===== src/rtl/byte_serializer_if.sv =====
// Parallel-in / serial-out bundle: word handshake on one side,
// framed bit stream on the other.
interface byte_serializer_if #(
    parameter int WIDTH = 8
) ();
    logic [WIDTH-1:0] data_in;
    logic             load_valid;
    logic             load_ready;
    logic             bit_out;
    logic             bit_valid;
    logic             frame_start;
    logic             busy;

    modport master (
        output data_in,
        output load_valid,
        input  load_ready,
        input  bit_out,
        input  bit_valid,
        input  frame_start,
        input  busy
    );

    modport slave (
        input  data_in,
        input  load_valid,
        output load_ready,
        output bit_out,
        output bit_valid,
        output frame_start,
        output busy
    );
endinterface


===== src/rtl/byte_serializer.sv =====
// Word-to-bit serializer with a one-word skid buffer so that
// back-to-back words stream out without idle cycles.
module byte_serializer #(
    parameter int WIDTH     = 8,
    parameter bit MSB_FIRST = 1'b1
) (
    input  logic             clk,
    input  logic             rst,
    byte_serializer_if.slave bus
);

    localparam int CW = $clog2(WIDTH);

    typedef enum logic {
        IDLE,
        SHIFT
    } state_t;

    state_t           state_q;
    logic [CW-1:0]    cnt_q;
    logic [WIDTH-1:0] sh_q;
    logic [WIDTH-1:0] hold_q;
    logic             hold_full_q;
    logic             bit_out_q;
    logic             bit_valid_q;
    logic             frame_q;

    logic             hs;
    logic             last;
    logic [WIDTH-1:0] sh_d;

    function automatic logic head(input logic [WIDTH-1:0] w);
        return MSB_FIRST ? w[WIDTH-1] : w[0];
    endfunction

    // The bit currently on the wire always sits at the head end of sh_q.
    assign sh_d = MSB_FIRST ? {sh_q[WIDTH-2:0], 1'b0}
                            : {1'b0, sh_q[WIDTH-1:1]};

    assign bus.load_ready  = ~hold_full_q & ~rst;
    assign bus.bit_out     = bit_out_q;
    assign bus.bit_valid   = bit_valid_q;
    assign bus.frame_start = frame_q;
    assign bus.busy        = bit_valid_q | hold_full_q;

    assign hs   = bus.load_valid & bus.load_ready;
    assign last = (cnt_q == CW'(WIDTH - 1));

    always_ff @(posedge clk or posedge rst) begin
        if (rst) begin
            state_q     <= IDLE;
            cnt_q       <= '0;
            sh_q        <= '0;
            hold_q      <= '0;
            hold_full_q <= 1'b0;
            bit_out_q   <= 1'b0;
            bit_valid_q <= 1'b0;
            frame_q     <= 1'b0;
        end else begin
            unique case (state_q)
                IDLE: begin
                    if (hs) begin
                        state_q     <= SHIFT;
                        sh_q        <= bus.data_in;
                        cnt_q       <= '0;
                        bit_out_q   <= head(bus.data_in);
                        bit_valid_q <= 1'b1;
                        frame_q     <= 1'b1;
                    end
                end
                SHIFT: begin
                    if (!last) begin
                        sh_q      <= sh_d;
                        cnt_q     <= cnt_q + CW'(1);
                        bit_out_q <= head(sh_d);
                        frame_q   <= 1'b0;
                        if (hs) begin
                            hold_q      <= bus.data_in;
                            hold_full_q <= 1'b1;
                        end
                    end else if (hold_full_q) begin
                        sh_q        <= hold_q;
                        hold_full_q <= 1'b0;
                        cnt_q       <= '0;
                        bit_out_q   <= head(hold_q);
                        frame_q     <= 1'b1;
                    end else if (hs) begin
                        // Empty skid buffer: take the new word straight in.
                        sh_q      <= bus.data_in;
                        cnt_q     <= '0;
                        bit_out_q <= head(bus.data_in);
                        frame_q   <= 1'b1;
                    end else begin
                        state_q     <= IDLE;
                        sh_q        <= '0;
                        cnt_q       <= '0;
                        bit_out_q   <= 1'b0;
                        bit_valid_q <= 1'b0;
                        frame_q     <= 1'b0;
                    end
                end
            endcase
        end
    end

endmodule


===== src/flat_wrapper.sv =====
// flat-port wrapper written by rule: the top's interface ports become plain ports
module byte_serializer_flat 
#(
    parameter int WIDTH     = 8,
    parameter bit MSB_FIRST = 1'b1
)
  (clk, rst, bus_data_in, bus_load_valid, bus_load_ready, bus_bit_out, bus_bit_valid, bus_frame_start, bus_busy);
  byte_serializer_if #(.WIDTH(WIDTH)) bus_i ();
  input  logic clk;
  input  logic rst;
  input wire logic [$bits(bus_i.data_in)-1:0] bus_data_in;
  input wire logic [$bits(bus_i.load_valid)-1:0] bus_load_valid;
  output wire logic [$bits(bus_i.load_ready)-1:0] bus_load_ready;
  output wire logic [$bits(bus_i.bit_out)-1:0] bus_bit_out;
  output wire logic [$bits(bus_i.bit_valid)-1:0] bus_bit_valid;
  output wire logic [$bits(bus_i.frame_start)-1:0] bus_frame_start;
  output wire logic [$bits(bus_i.busy)-1:0] bus_busy;
  assign bus_i.data_in = bus_data_in;
  assign bus_i.load_valid = bus_load_valid;
  assign bus_load_ready = bus_i.load_ready;
  assign bus_bit_out = bus_i.bit_out;
  assign bus_bit_valid = bus_i.bit_valid;
  assign bus_frame_start = bus_i.frame_start;
  assign bus_busy = bus_i.busy;
  byte_serializer #(.WIDTH(WIDTH), .MSB_FIRST(MSB_FIRST)) u_core (.clk(clk), .rst(rst), .bus(bus_i));
endmodule

===== config.mk =====
export PLATFORM = sky130hd
export DESIGN_NAME = byte_serializer_flat
export DESIGN_NICKNAME = d
export VERILOG_FILES = /design/src/rtl/byte_serializer_if.sv /design/src/rtl/byte_serializer.sv /design/src/flat_wrapper.sv
export SDC_FILE = /design/constraint.sdc
export NUM_CORES = 1
export LEC_CHECK = 0
export CAP_MARGIN = 20
export CORE_AREA = 8 8 68 70
export CTS_CLUSTER_DIAMETER = 40
export DETAILED_ROUTE_END_ITERATION = 10
export DIE_AREA = 0 0 76 78
export PLACE_DENSITY = 0.63
export SKIP_LAST_GASP = 1
export SLEW_MARGIN = 5
export SYNTH_ARGS = -nofsm -noshare
export SYNTH_HDL_FRONTEND = slang
export SYNTH_SLANG_ARGS = --single-unit

===== constraint.sdc =====
create_clock -name clk -period 3 [get_ports clk]
set_input_delay 0.6 -clock clk [delete_from_list [all_inputs] [get_ports clk]]
set_output_delay 0.6 -clock clk [all_outputs]
set_load 0.005 [all_outputs]

==> metrics.cfg, run 1 <==
[global_routing]
antenna_found_initial = 0
grt_use_total_pct = 8.58
grt_start_max_net_pins = 31
grt_pass1_vias = 880
grt.overflow.total = 0
grt_pass1_wl_um = 4250

[critical_path]
start_kind = input port
reg2reg_depth = 3
worst-path-max-fanout = 6
cp.arrival_ns = 1.74
cp.required_ns = 2.40
critPathMostFrequentCell = clkdlybuf4s50_1
startpoint = rst
crit_chain = clkdlybuf4s50_1, nor2_1, clkdlybuf4s50_1
end_kind = primary output
reg2reg_from = u_core.hold_full_q$_DFFE_PP0P_
max_stage_delay_ns = 0.52
cp_slowest_cell = clkdlybuf4s50_1
r2r-end = u_core.hold_q[5]$_DFFE_PP0P_
crit_type = in -> out
critPathCapture = bus_load_ready
r2r_slack_ns = 1.07

[drt]
routed_via_density = 4.99
drtAntennaViolNets = 0
routed_wl_um = 2470
drc = 0
via_count = 833
drt_iter0_markers = 45
wl_per_cell_um = 14.8
drt-pass1-iter-count = 4

[flow_run]
drv_cap = 0

[timing]
setup-violations-final = 0
grt_setup_unrepaired = no
fin_setup_tns_ns = 0
final_hold_viol_count = 0
fmax_mhz = 428
finalCritPeriodShare_pct = 77.9
fin_crit_ns = 2.34
worstMarginPinSlew_ns = 0.887
fin_hold_ws_ns = 0.506
clock_skew_ns = 0.00454
max_slew_margin_pct = 40.8
slew_violations = 0

[synthesis]
yosysMostFrequentCell = dfrtp_1
synth_cell_types = 31
synth_nets = 118
synthTopCellsByArea = dfrtp_1 (49%), mux2_2 (8.6%), mux2i_1 (5.1%), and4_1 (3.7%), nand2_1 (3.5%)
async_flop_share_pct = 100
synthTopCellsByCount = dfrtp_1 (23), nand2_1 (11), mux2_2 (9)
synth_top_cell_by_area = dfrtp_1
synthCells = 105
ys_seq_area_share_pct = 48.7
synth_area_um2 = 1180
avgSynthCellArea_um2 = 11.3
synth-seq-cells = 23
synth_ff_type = dfrtp_1
ys_warn_count = 0
synth_edf_count = 0
yosys.area.top_type_share_pct = 48.7

[clocking]
cts_tree = yes
clock_latency_ns = 0.30
cts_buffers = 3
cts.clk_slew.worst_paths_ns = 0.13
htreeDepth = 1
clock-sinks = 23
ctsLongestPathBuffers = 2
holdBufCountCts = 0
cts_resized = 0
cts_setup_buffers = 0
cts-root-buf = clkbuf_4

[floorplanning]
rows = 22
fp.dieW_um = 76
coreArea_um2 = 3550
start_util_pct = 33.3
io_pins = 16
die_h_um = 78
dieArea_um2 = 5930

[place]
io_buffers = 15
hpwl_um = 1750
routabilityCongestion = 0.754
dpl-instance-area_um2 = 1360

[pwr]
ir_drop_uv = 242
p_leak_nw = 0.562
power_density_nw_per_um2 = 775

[cells_and_area]
drive_gt1_share_pct = 19.3
fin_area_um2 = 1390
fin_util_pct = 39.1
fin_nets = 133
antenna_cells = 0
area_growth_pct = 17.5

[outcome]
status = completed

[worst_hold_path]
hold_path.class = reg -> reg

-- placed cells by master, fill, tap and decap left out --
cell | Yosys | final
or2_2 | 1 | 1
o211ai_1 | 5 | 5
or3b_2 | 1 | 1
a32oi_1 | 1 | 1
nor3b_2 | 2 | 2
o22ai_1 | 1 | 1
nand2_1 | 11 | 11
inv_1 | 2 | 2
clkbuf_4 | 0 | 3
buf_4 | 0 | 1
and2_1 | 1 | 1
ha_1 | 2 | 2
a221o_1 | 1 | 1
nand2b_1 | 1 | 1
a32o_1 | 2 | 2
a31oi_1 | 5 | 5
mux2i_1 | 6 | 6
mux2_2 | 9 | 9
o21ai_0 | 5 | 5
nor2_1 | 5 | 5
clkinv_2 | 0 | 1
and2b_2 | 1 | 1
nor2b_1 | 2 | 2
nor2_4 | 1 | 1
dfrtp_1 | 23 | 23
clkdlybuf4s50_1 | 0 | 15
and2b_1 | 1 | 1
a21oi_1 | 2 | 2
and4_1 | 5 | 5
a211o_2 | 1 | 1
nand2_2 | 1 | 1
and4bb_2 | 1 | 1
-- power by group --
| group | total (mW) | switching (mW) | internal, mW |
|---|---|---|---|
| clock | 0.141 | 0.0912 | 0.0497 |
| sequential | 0.554 | 0.120 | 0.434 |
| combinational | 0.382 | 0.162 | 0.220 |
| total | 1.08 | 0.373 | 0.704 |
-- cells by family after synthesis --
family / after synthesis / share of synthesized area [%]
flip-flops: 23 / 48.7
adder cells (fa/ha/maj): 2 / 2.12
AND/OR/NAND/NOR: 34 / 18.2
buffers and inverters: 8 / 3.91
multiplexers: 15 / 13.7
AO/OA/AOI/OAI: 23 / 13.4
-- routing by layer --
| metal | share of wire [%] | vias up | global-route usage [%] |
|---|---|---|---|
| li1 | - | 414 | - |
| met1 | 47 | 399 | 10.7 |
| met2 | 46 | 18 | 13.6 |
| met3 | 4.8 | 2 | 1.96 |
| met4 | 1.3 | 0 | 4.12 |
| met5 | 0 | - | 0 |
-- critical path: cells and delay by family --
family,cells,cell delay [ns]
buffers and inverters,2,1.00
and+or+nand+nor,1,0.14
-- sequential cells by signal, indices dropped and copies added, names as in the netlist --
register	count
u_core.state_q	1
u_core.bus.bit_valid	1
u_core.bus.bit_out	1
u_core.cnt_q	3
u_core.hold_full_q	1
u_core.bus.frame_start	1
u_core.hold_q	8
u_core.sh_q	7
-- worst min-delay path by stage --
stage	startpoint	to	slack, ns	cells past startpoint
CTS	u_core.sh_q[6]$_DFFE_PP0P_	u_core.sh_q[6]$_DFFE_PP0P_	0.52	1
finish	u_core.sh_q[6]$_DFFE_PP0P_	u_core.sh_q[6]$_DFFE_PP0P_	0.51	1
global placement	u_core.sh_q[6]$_DFFE_PP0P_	u_core.sh_q[6]$_DFFE_PP0P_	0.46	1
floorplan	u_core.sh_q[6]$_DFFE_PP0P_	u_core.sh_q[6]$_DFFE_PP0P_	0.45	1
global route	u_core.sh_q[6]$_DFFE_PP0P_	u_core.sh_q[6]$_DFFE_PP0P_	0.53	1
detailed placement	u_core.sh_q[6]$_DFFE_PP0P_	u_core.sh_q[6]$_DFFE_PP0P_	0.49	1
-- final cells by class --
type	instances	area [µm²]
Fill cell	342	2160
Timing Repair Buffer	16	158
Inverter	2	7.51
Clock buffer	3	22.5
Multi-Input combinational cell	74	561
Sequential cell	23	576
Clock inverter	1	5.00
Tap cell	48	60.1
-- stage by stage --
step                power (mW)  setup slack [ns]  instances
detailed placement       0.948             0.552        163
floorplan                0.824              1.47        105
global route              1.17             0.599        167
finish                    1.08             0.662        167
CTS                       1.09             0.648        167
global placement         0.921             0.647        163
(Power assumes the default switching activity.)
==> inputs of run 2 (changes only) <==
--- a/config.mk
+++ b/config.mk
@@ -10,7 +10,7 @@
 export CTS_CLUSTER_DIAMETER = 40
 export DETAILED_ROUTE_END_ITERATION = 10
 export DIE_AREA = 0 0 76 78
-export PLACE_DENSITY = 0.63
+export PLACE_DENSITY = 0.65
 export SKIP_LAST_GASP = 1
 export SLEW_MARGIN = 5
 export SYNTH_ARGS = -nofsm -noshare
==> constraint.sdc (replaced) <==
create_clock -name clk -period 1.9 [get_ports clk]
set_input_delay 0.38 -clock clk [delete_from_list [all_inputs] [get_ports clk]]
set_output_delay 0.38 -clock clk [all_outputs]
set_load 0.005 [all_outputs]
==> metrics.cfg, run 2 (synthesized netlist as in run 1, its figures left out) <==
[outcome]
status = completed

[clocking]
clock-sinks = 23
clock_latency_ns = 0.31
cts_tree = yes
cts_buffers = 3
holdBufCountCts = 0
htreeDepth = 1
cts-root-buf = clkbuf_4
cts.clk_slew.worst_paths_ns = 0.13
ctsLongestPathBuffers = 2

[drt]
drt_iter0_markers = 44
wl_per_cell_um = 14.8
drc = 0
via_count = 868
routed_via_density = 4.90
routed_wl_um = 2620
drt-pass1-iter-count = 4
drtAntennaViolNets = 0

[critical_path]
start_kind = register
cp.arrival_ns = 1.96
end_kind = register
worst-path-max-fanout = 8
reg2reg_from = u_core.cnt_q[0]$_DFFE_PP0P_
startpoint = u_core.cnt_q[0]$_DFFE_PP0P_
crit_type = reg -> reg
cp.required_ns = 2.11

[pwr]
power_density_nw_per_um2 = 1220
total_power_mw = 1.79
switchingPower_mw = 0.614
switching_share_pct = 34.3
comb_power_share_pct = 42.6
p_int_mw = 1.18
p_seq_share_pct = 44.4
p_leak_nw = 0.629
clock_power_share_pct = 13.0
ir_drop_uv = 451

[timing]
fmax_mhz = 573
final_hold_viol_count = 0
setup_ws_ns = 0.156
max_slew_margin_pct = 84.3
finalCritPeriodShare_pct = 91.8
slew_violations = 0
worstMarginPinSlew_ns = 0.234
fin_crit_ns = 1.74
clock_skew_ns = 0.00382
setup-violations-final = 0
grt_setup_unrepaired = no

[global_routing]
grt_start_max_net_pins = 19
grt.overflow.total = 0
grt_use_total_pct = 9.12
grt_pass1_wl_um = 4450
grt_pass1_vias = 950
antenna_found_initial = 0

[cells_and_area]
fin_nets = 143
drive_gt1_share_pct = 25.6
largest_register_ffs = 8
area_growth_pct = 24.1
max_flop_register = u_core.hold_q
final_common_cell = dfrtp_1
antenna_cells = 0
fin_cells = 177
reg.largest.list = u_core.hold_q (8), u_core.sh_q (7), u_core.cnt_q (3)
layout.cells.most_common_list = dfrtp_1 (22), clkdlybuf4s50_1 (12), nand2_1 (11), buf_4 (11), mux2_2 (9)

[floorplanning]
fp.dieW_um = 76
start_util_pct = 33.3
dieArea_um2 = 5930
rows = 22
die_h_um = 78
io_pins = 16
coreArea_um2 = 3550

[flow_run]
drv_cap = 0

[place]
routabilityCongestion = 0.741
io_buffers = 15
hpwl_um = 1910
dp.cells = 171
preCtsSetupSlack_ns = -0.00314

[worst_hold_path]
hold_path.class = in -> async

## run 2: power by group through the flow
stage                     registers [mW]  logic [mW]  clock network [mW]
final                              0.795       0.764               0.233
after global routing               0.819       0.847               0.262
after CTS                          0.794       0.777               0.238
after detailed placement           0.816       0.736                   0
after global placement             0.805       0.709                   0
after floorplan                    0.778       0.522                   0
## run 2: area by class of cell
class	count	area [µm²]
fillers	351	2080
flip-flops and latches	23	577
multi-input cells	74	561
repair buffers	26	236
well taps	48	60.1
clock buffers	4	26.3
inverters	2	7.51
## run 2: stage by stage
step	util, %	cell area, µm²	hold WS [ns]	TNS [ns]
after floorplan	-	1180	0.382	0
after CTS	41.2	1460	0.276	0
after global routing	41.3	1470	0.280	0
after detailed placement	40.0	1420	0.473	-0.00314
final	41.3	1470	0.280	0
after global placement	40.0	1420	0.464	0
## run 2: critical path, stage by stage (launching register included)
cell and delay, ns:
dfrtp_1 0.42, ha_1 0.20, ha_1 0.23, and2b_1 0.29, nand2_2 0.19, mux2_2 0.31
## run 2: what timing repair did
item	in CTS	in global routing
resized for setup	2	2
endpoints found under the setup margin	2	2
buffers inserted	2	0
## run 2: layer usage
metal / share of wire (%) / global-route usage (%) / up-vias / routed length (µm)
li1: - / - / 429 / -
met1: 47 / 11.1 / 423 / 1240
met2: 47 / 14.3 / 12 / 1230
met3: 3.4 / 2.19 / 4 / 89
met4: 2.0 / 5.29 / 0 / 53
met5: 0 / 0 / - / 0
## run 2: worst paths after layout
path | to | slack [ns] | cells past startpoint
min in group clk | u_core.sh_q[6]$_DFFE_PP0P_ | 0.51 | 1
max | u_core.hold_q[4]$_DFFE_PP0P_ | 0.16 | 5
max in group asynchronous | u_core.hold_full_q$_DFFE_PP0P_ | 1.45 | 3
min reg2reg | u_core.sh_q[6]$_DFFE_PP0P_ | 0.51 | 1
min | u_core.sh_q[2]$_DFFE_PP0P_ | 0.28 | 3
max reg2reg | u_core.hold_q[4]$_DFFE_PP0P_ | 0.16 | 5
==> inputs of run 3 (changes only) <==
--- a/config.mk
+++ b/config.mk
@@ -7,10 +7,11 @@
 export LEC_CHECK = 0
 export CAP_MARGIN = 20
 export CORE_AREA = 8 8 68 70
-export CTS_CLUSTER_DIAMETER = 40
+export CTS_CLUSTER_DIAMETER = 150
+export CTS_CLUSTER_SIZE = 8
 export DETAILED_ROUTE_END_ITERATION = 10
 export DIE_AREA = 0 0 76 78
-export PLACE_DENSITY = 0.65
+export PLACE_DENSITY = 0.64
 export SKIP_LAST_GASP = 1
 export SLEW_MARGIN = 5
 export SYNTH_ARGS = -nofsm -noshare
==> metrics.cfg, run 3 (synthesized netlist as in run 1, its figures left out) <==
[cells_and_area]
final_common_cell = dfrtp_1
antenna_cells = 0
fin_area_um2 = 1480
drive_gt1_share_pct = 27.5
largest_register_ffs = 8
max_flop_register = u_core.hold_q
layout.cells.most_common_list = dfrtp_1 (22), clkdlybuf4s50_1 (13), buf_4 (13), nand2_1 (11), mux2_2 (9)
fin_cells = 179
reg.largest.list = u_core.hold_q (8), u_core.sh_q (7), u_core.cnt_q (3)
area_growth_pct = 25.3
fin_nets = 145

[critical_path]
crit_type = reg -> reg
reg2reg_from = u_core.cnt_q[0]$_DFFE_PP0P_
reg2reg_depth = 5
crit_family = simple AND/OR/NAND/NOR gates
critPathCapture = u_core.hold_q[7]$_DFFE_PP0P_
path_depth = 5
start_kind = register
worst-path-max-fanout = 8
r2r_slack_ns = 0.17
cp_slowest_cell = dfrtp_1
cp.required_ns = 2.11
max_stage_delay_ns = 0.42
path_buf_inv = 0
cp.arrival_ns = 1.94
end_kind = register
startpoint = u_core.cnt_q[0]$_DFFE_PP0P_
critPathMostFrequentCell = ha_1
r2r-end = u_core.hold_q[7]$_DFFE_PP0P_
crit_chain = ha_1, ha_1, and2b_1, nand2_2, mux2_2

[pwr]
clock_power_share_pct = 12.7
p_seq_share_pct = 44.4
total_power_mw = 1.79
power_density_nw_per_um2 = 1210
ir_drop_uv = 398
switchingPower_mw = 0.613
p_int_mw = 1.18
switching_share_pct = 34.2
comb_power_share_pct = 42.9
p_leak_nw = 0.628

[clocking]
htreeDepth = 1
cts-root-buf = clkbuf_4
clock_latency_ns = 0.31
cts.clk_slew.worst_paths_ns = 0.13
cts_buffers = 3
cts_tree = yes
ctsLongestPathBuffers = 2
clock-sinks = 23

[timing]
worstMarginPinSlew_ns = 0.352
final_hold_viol_count = 0
clock_skew_ns = 0.00198
slew_violations = 0
fmax_mhz = 578
setup_ws_ns = 0.170
grt_setup_unrepaired = no
setup-violations-final = 0
finalCritPeriodShare_pct = 91.1
max_slew_margin_pct = 76.5
fin_crit_ns = 1.73

[drt]
wl_per_cell_um = 14.3
routed_via_density = 5.05
drt_iter0_markers = 49
dr_wl_met3_um = 65
via_count = 904
routed_wl_um = 2570
drtAntennaViolNets = 0
route.top_layer_used = met4
drc = 0
wl_met2_um = 1240
wl_met1_um = 1220
drt-pass1-iter-count = 4

[place]
io_buffers = 15
routabilityCongestion = 0.746
dp.cells = 173
dpl-instance-area_um2 = 1440
hpwl_um = 1950
preCtsSetupSlack_ns = -0.00975

[global_routing]
antenna_found_initial = 0
grt_pass1_vias = 936
grt.overflow.total = 0
grt_start_max_net_pins = 19
grt_pass1_wl_um = 4360
grt_use_total_pct = 8.90

[floorplanning]
io_pins = 16
fp.dieW_um = 76
coreArea_um2 = 3550
start_util_pct = 33.3
rows = 22
dieArea_um2 = 5930
die_h_um = 78

[flow_run]
drv_cap = 0

[worst_hold_path]
hold_path.class = reg -> reg

[outcome]
status = completed

## run 3: cell count changes in the layout (fill, tap and decap cells not counted), sizes merged
cell and delta:
buf +2, clkbuf -1, clkdlybuf4s50 +1, clkinv +1
dlymetal6s2s -1
## run 3: routing by layer
layer | track usage [%] | vias up
met4 | 4.71 | 0
met1 | 11.6 | 449
met3 | 1.04 | 2
met5 | 0 | -
met2 | 14.1 | 12
li1 | - | 441
## run 3: through the flow
step | setup TNS [ns] | util (%) | hold slack [ns]
after CTS | 0 | 41.4 | 0.505
after global routing | 0 | 41.7 | 0.532
after detailed placement | -0.00975 | 40.5 | 0.475
after floorplan | 0 | - | 0.382
final | 0 | 41.7 | 0.503
after global placement | 0 | 40.5 | 0.464
## run 3: layout make-up
type	count	area (µm²)
Fill cell	349	2070
Sequential cell	23	577
Multi-Input combinational cell	74	561
Timing Repair Buffer	28	249
Tap cell	48	60.1
Clock buffer	3	22.5
Inverter	2	7.51
Clock inverter	1	5.00
## run 3: power groups by stage
stage | registers [mW] | logic, mW | clock network, mW
2_1_floorplan | 0.778 | 0.522 | 0
3_3_place_gp | 0.807 | 0.712 | 0
3_5_place_dp | 0.818 | 0.743 | 0
4_1_cts | 0.797 | 0.768 | 0.240
5_1_grt | 0.818 | 0.852 | 0.257
6_report | 0.795 | 0.768 | 0.227
## run 3: worst min-delay path by stage
stage / startpoint / endpoint / slack (ns) / cells after the start
2_1_floorplan: rst / u_core.bus.bit_out$_DFFE_PP0P_ / 0.38 / 1
3_3_place_gp: u_core.sh_q[6]$_DFFE_PP0P_ / u_core.sh_q[6]$_DFFE_PP0P_ / 0.46 / 1
3_5_place_dp: u_core.sh_q[6]$_DFFE_PP0P_ / u_core.sh_q[6]$_DFFE_PP0P_ / 0.48 / 1
4_1_cts: u_core.sh_q[6]$_DFFE_PP0P_ / u_core.sh_q[6]$_DFFE_PP0P_ / 0.51 / 1
5_1_grt: u_core.sh_q[6]$_DFFE_PP0P_ / u_core.sh_q[6]$_DFFE_PP0P_ / 0.53 / 1
6_report: u_core.sh_q[6]$_DFFE_PP0P_ / u_core.sh_q[6]$_DFFE_PP0P_ / 0.50 / 1
## run 3: worst reg2reg max path, delay by kind of cell (launching register included)
kind	cells	cell delay [ns]
DFF	1	0.42
muxes	1	0.32
and+or+nand+nor	2	0.47
adders and majority gates	2	0.42
## run 3: timing repair
item | in CTS | in global routing
setup buffers | 1 | 1
gates resized for setup | 2 | 1
hold buffers | 0 | 0
pin swaps | 0 | 0
endpoints found under the setup margin | 2 | 1
